===== src/rtl/pipeline_stall_ctrl.sv =====
`default_nettype none
// ============================================================================
// pipeline_stall_ctrl : zero-latency stall/flush control for a 5-stage pipeline
// Optional macro PIPE_STALL_PERF_EN builds the stall-cycle counter.  Rev 1.0
// ============================================================================
module pipeline_stall_ctrl #(
  parameter int unsigned MAX_WAIT = 16
) (
  input  logic        clk,
  input  logic        reset_n,
  input  logic        load_use,
  input  logic        branch_taken,
  input  logic        dmem_req,
  input  logic        dmem_ready,
  input  logic        mdu_busy,
  output logic        pc_we,
  output logic        if_id_we,
  output logic        id_ex_we,
  output logic        ex_mem_we,
  output logic        if_id_flush,
  output logic        id_ex_flush,
  output logic        mem_wb_flush,
  output logic        wait_timeout,
  output logic [31:0] stall_cycles
);

  localparam logic [7:0] c_max_wait = 8'(MAX_WAIT);

  typedef enum logic [1:0] {
    ST_RUN      = 2'd0,
    ST_MEM_WAIT = 2'd1,
    ST_MDU_WAIT = 2'd2
  } state_t;

  state_t     state_q, state_d;
  logic [7:0] wait_cnt_q, wait_cnt_d;
  logic       timeout_q, timeout_d;
  logic       mem_stall, mdu_stall, redirect, bubble, timeout_hit;
  logic [3:0] we;
  logic [2:0] flush;

  // MDU_WAIT re-runs the RUN priority decode every cycle, so a memory stall
  // still dominates and the first idle cycle behaves exactly like RUN.
  always_comb begin
    mem_stall = 1'b0;
    mdu_stall = 1'b0;
    redirect  = 1'b0;
    bubble    = 1'b0;
    case (state_q)
      ST_MEM_WAIT: mem_stall = !dmem_ready;
      default: begin
        mem_stall = dmem_req && !dmem_ready;
        mdu_stall = !mem_stall && mdu_busy;
        redirect  = branch_taken;
        bubble    = load_use && !branch_taken;
      end
    endcase
  end

  always_comb begin
    we    = 4'b1111;
    flush = 3'b000;
    if (!reset_n) begin
      we    = 4'b0000;
      flush = 3'b111;
    end else if (mem_stall) begin
      we    = 4'b0000;
      flush = 3'b001;
    end else if (mdu_stall) begin
      we    = 4'b0001;
    end else if (redirect) begin
      flush = 3'b110;
    end else if (bubble) begin
      we    = 4'b0011;
      flush = 3'b010;
    end
  end

  always_comb begin
    if (mem_stall)      state_d = ST_MEM_WAIT;
    else if (mdu_stall) state_d = ST_MDU_WAIT;
    else                state_d = ST_RUN;

    // The count includes the current stall cycle, restarting at 1 on entry.
    if (!(mem_stall || mdu_stall)) wait_cnt_d = 8'd0;
    else if (state_d != state_q)   wait_cnt_d = 8'd1;
    else if (wait_cnt_q != 8'hFF)  wait_cnt_d = wait_cnt_q + 8'd1;
    else                           wait_cnt_d = wait_cnt_q;

    timeout_hit = (mem_stall || mdu_stall) && (wait_cnt_d >= c_max_wait);
    timeout_d   = timeout_q || timeout_hit;
  end

  always_ff @(posedge clk or negedge reset_n) begin
    if (!reset_n) begin
      state_q    <= ST_RUN;
      wait_cnt_q <= 8'd0;
      timeout_q  <= 1'b0;
    end else begin
      state_q    <= state_d;
      wait_cnt_q <= wait_cnt_d;
      timeout_q  <= timeout_d;
    end
  end

  assign pc_we        = we[3];
  assign if_id_we     = we[2];
  assign id_ex_we     = we[1];
  assign ex_mem_we    = we[0];
  assign if_id_flush  = flush[2];
  assign id_ex_flush  = flush[1];
  assign mem_wb_flush = flush[0];
  assign wait_timeout = timeout_q || (reset_n && timeout_hit);

`ifdef PIPE_STALL_PERF_EN
  logic [31:0] stall_cnt_q, stall_cnt_d;

  always_comb stall_cnt_d = we[3] ? stall_cnt_q : stall_cnt_q + 32'd1;

  always_ff @(posedge clk or negedge reset_n) begin
    if (!reset_n) stall_cnt_q <= 32'd0;
    else          stall_cnt_q <= stall_cnt_d;
  end

  assign stall_cycles = stall_cnt_q;
`else
  assign stall_cycles = 32'h0;
`endif

endmodule
`default_nettype wire

===== config.mk =====
export PLATFORM = sky130hd
export DESIGN_NAME = pipeline_stall_ctrl
export DESIGN_NICKNAME = d
export VERILOG_FILES = /design/src/rtl/pipeline_stall_ctrl.sv
export SDC_FILE = /design/constraint.sdc
export NUM_CORES = 1
export LEC_CHECK = 0
export BUFFER_PORTS_ARGS = -buffer_cell sky130_fd_sc_hd__buf_4
export CORE_ASPECT_RATIO = 2
export CORE_MARGIN = 2
export CORE_UTILIZATION = 35
export DETAILED_ROUTE_END_ITERATION = 8
export PLACE_DENSITY = 0.63
export SYNTH_ARGS = -nofsm -noshare
export SYNTH_HDL_FRONTEND = slang
export SYNTH_SLANG_ARGS = --single-unit

===== constraint.sdc =====
create_clock -name clk -period 3 [get_ports clk]
set_clock_uncertainty 0.2 [all_clocks]
set_input_delay 0.3 -clock clk [delete_from_list [all_inputs] [get_ports clk]]
set_output_delay 0.3 -clock clk [all_outputs]
set_load 0.1 [all_outputs]

==> flow_summary.ini, run 1 <==
[clock_tree]
clk_latency_ns = 0.24
clock-sinks = 11
cts_inserted_buffers = 3
h-tree-depth = 1
cts_tree = yes
clk_pin_slew_worst_paths_ns = 0.05
clk_path_buf_depth = 2
clockRootBuffer = clkbuf_8

[floorplanning]
start_util = 0.3656
rows = 26
die_x_um = 40.17
die-area_um2 = 3067
core_um2 = 2505
die_height_um = 76.34
ios = 47

[yosys]
avgSynthCellArea_um2 = 9.068
synth_area_leader_cell = dfrtp_1
ys_seq_area_frac = 0.3005
yosysTopAreaCellShare = 0.3005
syn_area_um2 = 915.9
synth_cell_types = 31
synth_area_leaders = dfrtp_1 30%, buf_4 27%, nor2_1 4.1%
synth-seq-cells = 11
yosys_warnings = 0
synthCells = 101

[global_routing]
grt_pass1_vias = 623
overflow = 0
grt_use_total = 0.1245
busiest_layer = met2
grt_first_pass_wirelength_mm = 2.746
antenna_found_initial = 0
grt_use_met3 = 0.01749
met1_usage = 0.1426
grt_max_degree = 16
gr-usage-met2 = 0.2129

[timing]
fin_ws_ns = 0.3444
rsz0062_at_grt = no
setup_viol = 0
hold_slack_ns = 0.06058
period_minus_slack_ns = 2.656
period_share = 0.8852
drv_slew = 0
fmax_mhz = 376.6
final_hold_viol_count = 0

[critical_path]
worstPathArrival_ns = 2.16
cp_data_required_time_ns = 2.50
reg2reg_depth = 6
r2r_end = wait_cnt_q[0]
crit_fanout = 5
critPathLaunchType = register
r2r_start = wait_cnt_q[0]
crit_type = reg2out
r2r_slack_ns = 0.95
end_kind = primary output
critPathCapture = wait_timeout
crit_path_start = wait_cnt_q[0]

[min_path]
hp-class = in2reg

[routing]
avgViaCountPerCell = 4.541
wire_per_inst_um = 10.89
routed_wl_mm = 1.590
final_antenna_net_count = 0
drtIter0Drc = 2
drc_errors = 0
via_count = 663
first_pass_iters = 4

[finish]
fin_cells = 146
nets = 127
diodes = 0
drive_above_1_share = 0.2712
final_cell_mix = 32 x conb_1, 14 x buf_4, 11 x dfrtp_1
area_growth_pct = 8.470
final_common_cell = conb_1
fillers = 262

[place]
dpl.hpwl_mm = 1.323
dp.cells = 141
gp_congestion = 0.7590
io_buffers = 14
pre_cts_ws_ns = 0.5982

[run]
cap_violations = 0

[run_status]
status = finished, final reports clean

[pwr]
power.total_uw = 588.3
vdd_drop_max_v = 0.0002697
p_leak_uw = 0.0005422
power.density_nw_per_um2 = 592.2
[cell type report]
| type | instances | area [um^2] | share of cell area |
|---|---|---|---|
| tap | 28 | 35.03 | 0.03526 |
| multi-input combinational | 82 | 500.5 | 0.5038 |
| inverter | 6 | 22.52 | 0.02267 |
| sequential | 11 | 275.3 | 0.2771 |
| clock buffer | 4 | 45.04 | 0.04534 |
| timing repair buffer | 15 | 115.1 | 0.1159 |
[cell usage after synthesis]
cell / number
a211o_1: 1
a211oi_1: 1
a21oi_1: 4
a22o_1: 1
a311oi_2: 2
a31oi_1: 2
a32oi_2: 1
and2b_1: 2
and3_1: 2
and3_2: 3
and4_2: 1
and4_4: 1
and4b_2: 1
buf_4: 33
conb_1: 1
dfrtp_1: 11
ha_1: 1
inv_1: 6
mux2i_1: 1
nand2b_1: 2
nand3_1: 1
nand4_4: 1
nor2_1: 10
nor2b_1: 1
nor3_1: 3
nor4_2: 1
o211a_1: 1
o21ai_0: 3
o21bai_1: 1
or3_1: 1
xor2_1: 1
[worst max-delay path, cell delays in order, from the launching register on]
cell      delay [ns]
dfrtp_1         0.37
ha_1            0.21
and4_4          0.28
nand4_4         0.16
a311oi_2        0.37
nor4_2          0.11
o21bai_2        0.11
buf_4           0.30
[registers in the layout, indices dropped and copies added, names as in the netlist]
signal / cells
state_q: 2
wait_cnt_q: 8
timeout_q: 1
[timing repair]
| action | in CTS | in global routing |
|---|---|---|
| endpoints found under the hold margin | 11 | 0 |
| buffers inserted | 0 | 0 |
| hold buffers | 1 | 0 |
| gates resized for setup | 0 | 0 |
[per-layer routing]
metal	share of wire	up-vias	wire length, um
li1	-	321	-
met1	0.34	298	547
met2	0.56	40	891
met3	0.077	4	122
met4	0.018	0	28
met5	0	-	0
[logic make-up (layout without fill, tap and decap cells)]
family	count (synthesis)	in the layout	share of synthesized area
mux	1	1	0.01093
xor+xnor	1	1	0.009565
flops	11	11	0.3005
buf+inv	39	25	0.2951
compound gates	17	17	0.1489
fa+ha+maj	1	1	0.01366
other cells	1	32	0.004094
simple gates	30	30	0.2172
[power breakdown]
part | switching [uW] | internal [uW] | total, uW
clock | 55.1 | 93.3 | 148
combinational | 253 | 28.7 | 281
sequential | 4.98 | 154 | 159
total | 313 | 276 | 588
[through the flow]
step           instance area, um^2    util  setup TNS, ns
5_1_grt                      993.5  0.3966              0
4_1_cts                      993.5  0.3966              0
6_report                     993.5  0.3966              0
3_3_place_gp                 938.4  0.3746              0
2_1_floorplan                 1046       -       -0.01555
3_5_place_dp                 938.4  0.3746              0
[worst min path at each step]
stage	start	endpoint	slack (ns)	cells after the start
2_1_floorplan	reset_n	state_q[0]	-0.20	0
3_3_place_gp	reset_n	wait_cnt_q[0]	-0.04	1
3_5_place_dp	reset_n	wait_cnt_q[0]	-0.04	1
4_1_cts	dmem_ready	state_q[0]	0.06	2
5_1_grt	dmem_ready	state_q[0]	0.08	2
6_report	dmem_ready	state_q[0]	0.06	2
(Power assumes the default switching activity.)
==> inputs of run 2 (changes only) <==
RECOVER_POWER = 25   (was default)
==> run 2 against run 1 <==
- cell count unchanged
- combinational power about the same
- register-to-register slack about the same
- power decreased by 0.11%
- sequential share of layout area increased by 0.11 points
- first-iteration DRC count unchanged
- final area decreased by 0.38%
- global-route usage unchanged
- non-clock buffer count unchanged
- via count unchanged
==> flow_summary.ini, run 2 (synthesis gave the netlist of run 1 again) <==
[clock_tree]
h-tree-depth = 1
cts_tree = yes
clk_path_buf_depth = 2
cts-resized-gates = 0
cts_inserted_buffers = 3
clk_pin_slew_worst_paths_ns = 0.05
cts_setup_buffers = 0
clock-sinks = 11
clk_latency_ns = 0.24
clockRootBuffer = clkbuf_8

[critical_path]
critPathBufInv = 1
cp_cell_sequence = ha_1 -> and4_4 -> nand4_4 -> a311oi_2 -> nor4_2 -> o21bai_2 -> buf_4
reg2reg_depth = 6
r2r_start = wait_cnt_q[0]
cp_data_required_time_ns = 2.50
r2r_slack_ns = 0.95
crit_slowest_cell = dfrtp_1
end_kind = primary output
critical_path.max_stage_delay_ns = 0.37
r2r_end = wait_cnt_q[0]
crit_fanout = 5
critPathLaunchType = register
worstPathArrival_ns = 2.16
crit_type = reg2out
cp_top_family = simple AND/OR/NAND/NOR gates

[finish]
fin_util = 0.3951
fillers = 264
nets = 127
largestRegisters = wait_cnt_q: 8 flops, state_q: 2 flops, timeout_q: 1 flops
area_growth_pct = 8.060
top_register = wait_cnt_q
largest_reg_flops = 8
drive_above_1_share = 0.2627
final_cell_mix = 32 x conb_1, 13 x buf_4, 11 x dfrtp_1
final_common_cell = conb_1
register_area_um2 = 275.3
multiInputGateArea_um2 = 500.5
diodes = 0

[floorplanning]
start_util = 0.3656
die-area_um2 = 3067
core_um2 = 2505
rows = 26
die_height_um = 76.34
die_x_um = 40.17
ios = 47

[pwr]
combPwrFrac = 0.478
p_leak_uw = 0.0005386
switching_power_uw = 312.8
power_switching_share = 0.5322
sequentialPowerShare = 0.270
vdd_drop_max_v = 0.0002697
power.density_nw_per_um2 = 593.8
clock_power_share = 0.253
internal-power_uw = 274.9

[routing]
drtIter0Drc = 2
drc_errors = 0
routed_wl_mm = 1.590
via_count = 663
first_pass_iters = 4
final_antenna_net_count = 0
wire_per_inst_um = 10.89
avgViaCountPerCell = 4.541

[timing]
setup_viol = 0
rsz0062_at_grt = no
final_hold_viol_count = 0
fmax_mhz = 376.6
tightest_slew_ns = 0.8021
fin_ws_ns = 0.3443
period_minus_slack_ns = 2.656
drv_slew = 0
relSlewSlack = 0.4653
period_share = 0.8852

[global_routing]
overflow = 0
antenna_found_initial = 0
grt_max_degree = 16
grt_pass1_vias = 623
grt_first_pass_wirelength_mm = 2.746
grt_use_total = 0.1245

[place]
io_buffers = 14
pre_cts_ws_ns = 0.5982
gp_congestion = 0.7590
dpl.hpwl_mm = 1.323

[run]
cap_violations = 0

[min_path]
hold_depth = 2
hp-class = in2reg
min_from = dmem_ready
whs_endpoint = state_q[0]

[run_status]
status = finished, final reports clean
run 2: cell count changes in the layout (fill, tap and decap cells not counted), sizes merged:
cell and delta:
clkbuf +1, buf -1
run 2: power groups by stage:
stage               registers, uW  logic, uW  clock network, uW
finish                        159        281                148
global route                  159        291                159
CTS                           159        281                151
detailed placement            161        280                  0
global placement              161        278                  0
floorplan                     160        285                  0
run 2: worst max-delay path by stage:
stage | startpoint | to | slack, ns | cells past startpoint
2_1_floorplan | state_q[0] | pc_we | -0.02 | 5
3_3_place_gp | dmem_ready | wait_timeout | 0.61 | 7
3_5_place_dp | wait_cnt_q[1] | wait_timeout | 0.60 | 7
4_1_cts | wait_cnt_q[1] | wait_timeout | 0.33 | 7
5_1_grt | reset_n | pc_we | 0.19 | 5
6_report | wait_cnt_q[0] | wait_timeout | 0.34 | 7
run 2: per-stage QoR:
stage	setup TNS [ns]	instance area [um^2]	hold slack [ns]	power [uW]	instances
finish	0	989.7	0.06059	587.7	146
global route	0	989.7	0.07848	609.5	146
CTS	0	993.5	0.06251	590.8	146
detailed placement	0	938.4	-0.03791	440.9	141
global placement	0	938.4	-0.03788	438.9	141
floorplan	-0.01555	1046	-0.1956	445.1	132
run 2: layout make-up:
type,count,area share
Inverter,6,0.02276
Tap cell,28,0.03540
Timing Repair Buffer,15,0.1125
Clock buffer,4,0.04551
Multi-Input combinational cell,82,0.5057
Sequential cell,11,0.2781
run 2: routing by layer:
| layer | GRT usage | vias up | wire (um) |
|---|---|---|---|
| met5 | 0 | - | 0 |
| met4 | 0.05000 | 0 | 28 |
| met3 | 0.01749 | 4 | 122 |
| met2 | 0.2129 | 40 | 891 |
| met1 | 0.1426 | 298 | 547 |
| li1 | - | 321 | - |
run 2: timing repair:
item | 4_1_cts | 5_1_grt
hold buffers | 1 | 0
setup endpoints to repair | 0 | 0
hold endpoints to repair | 11 | 0
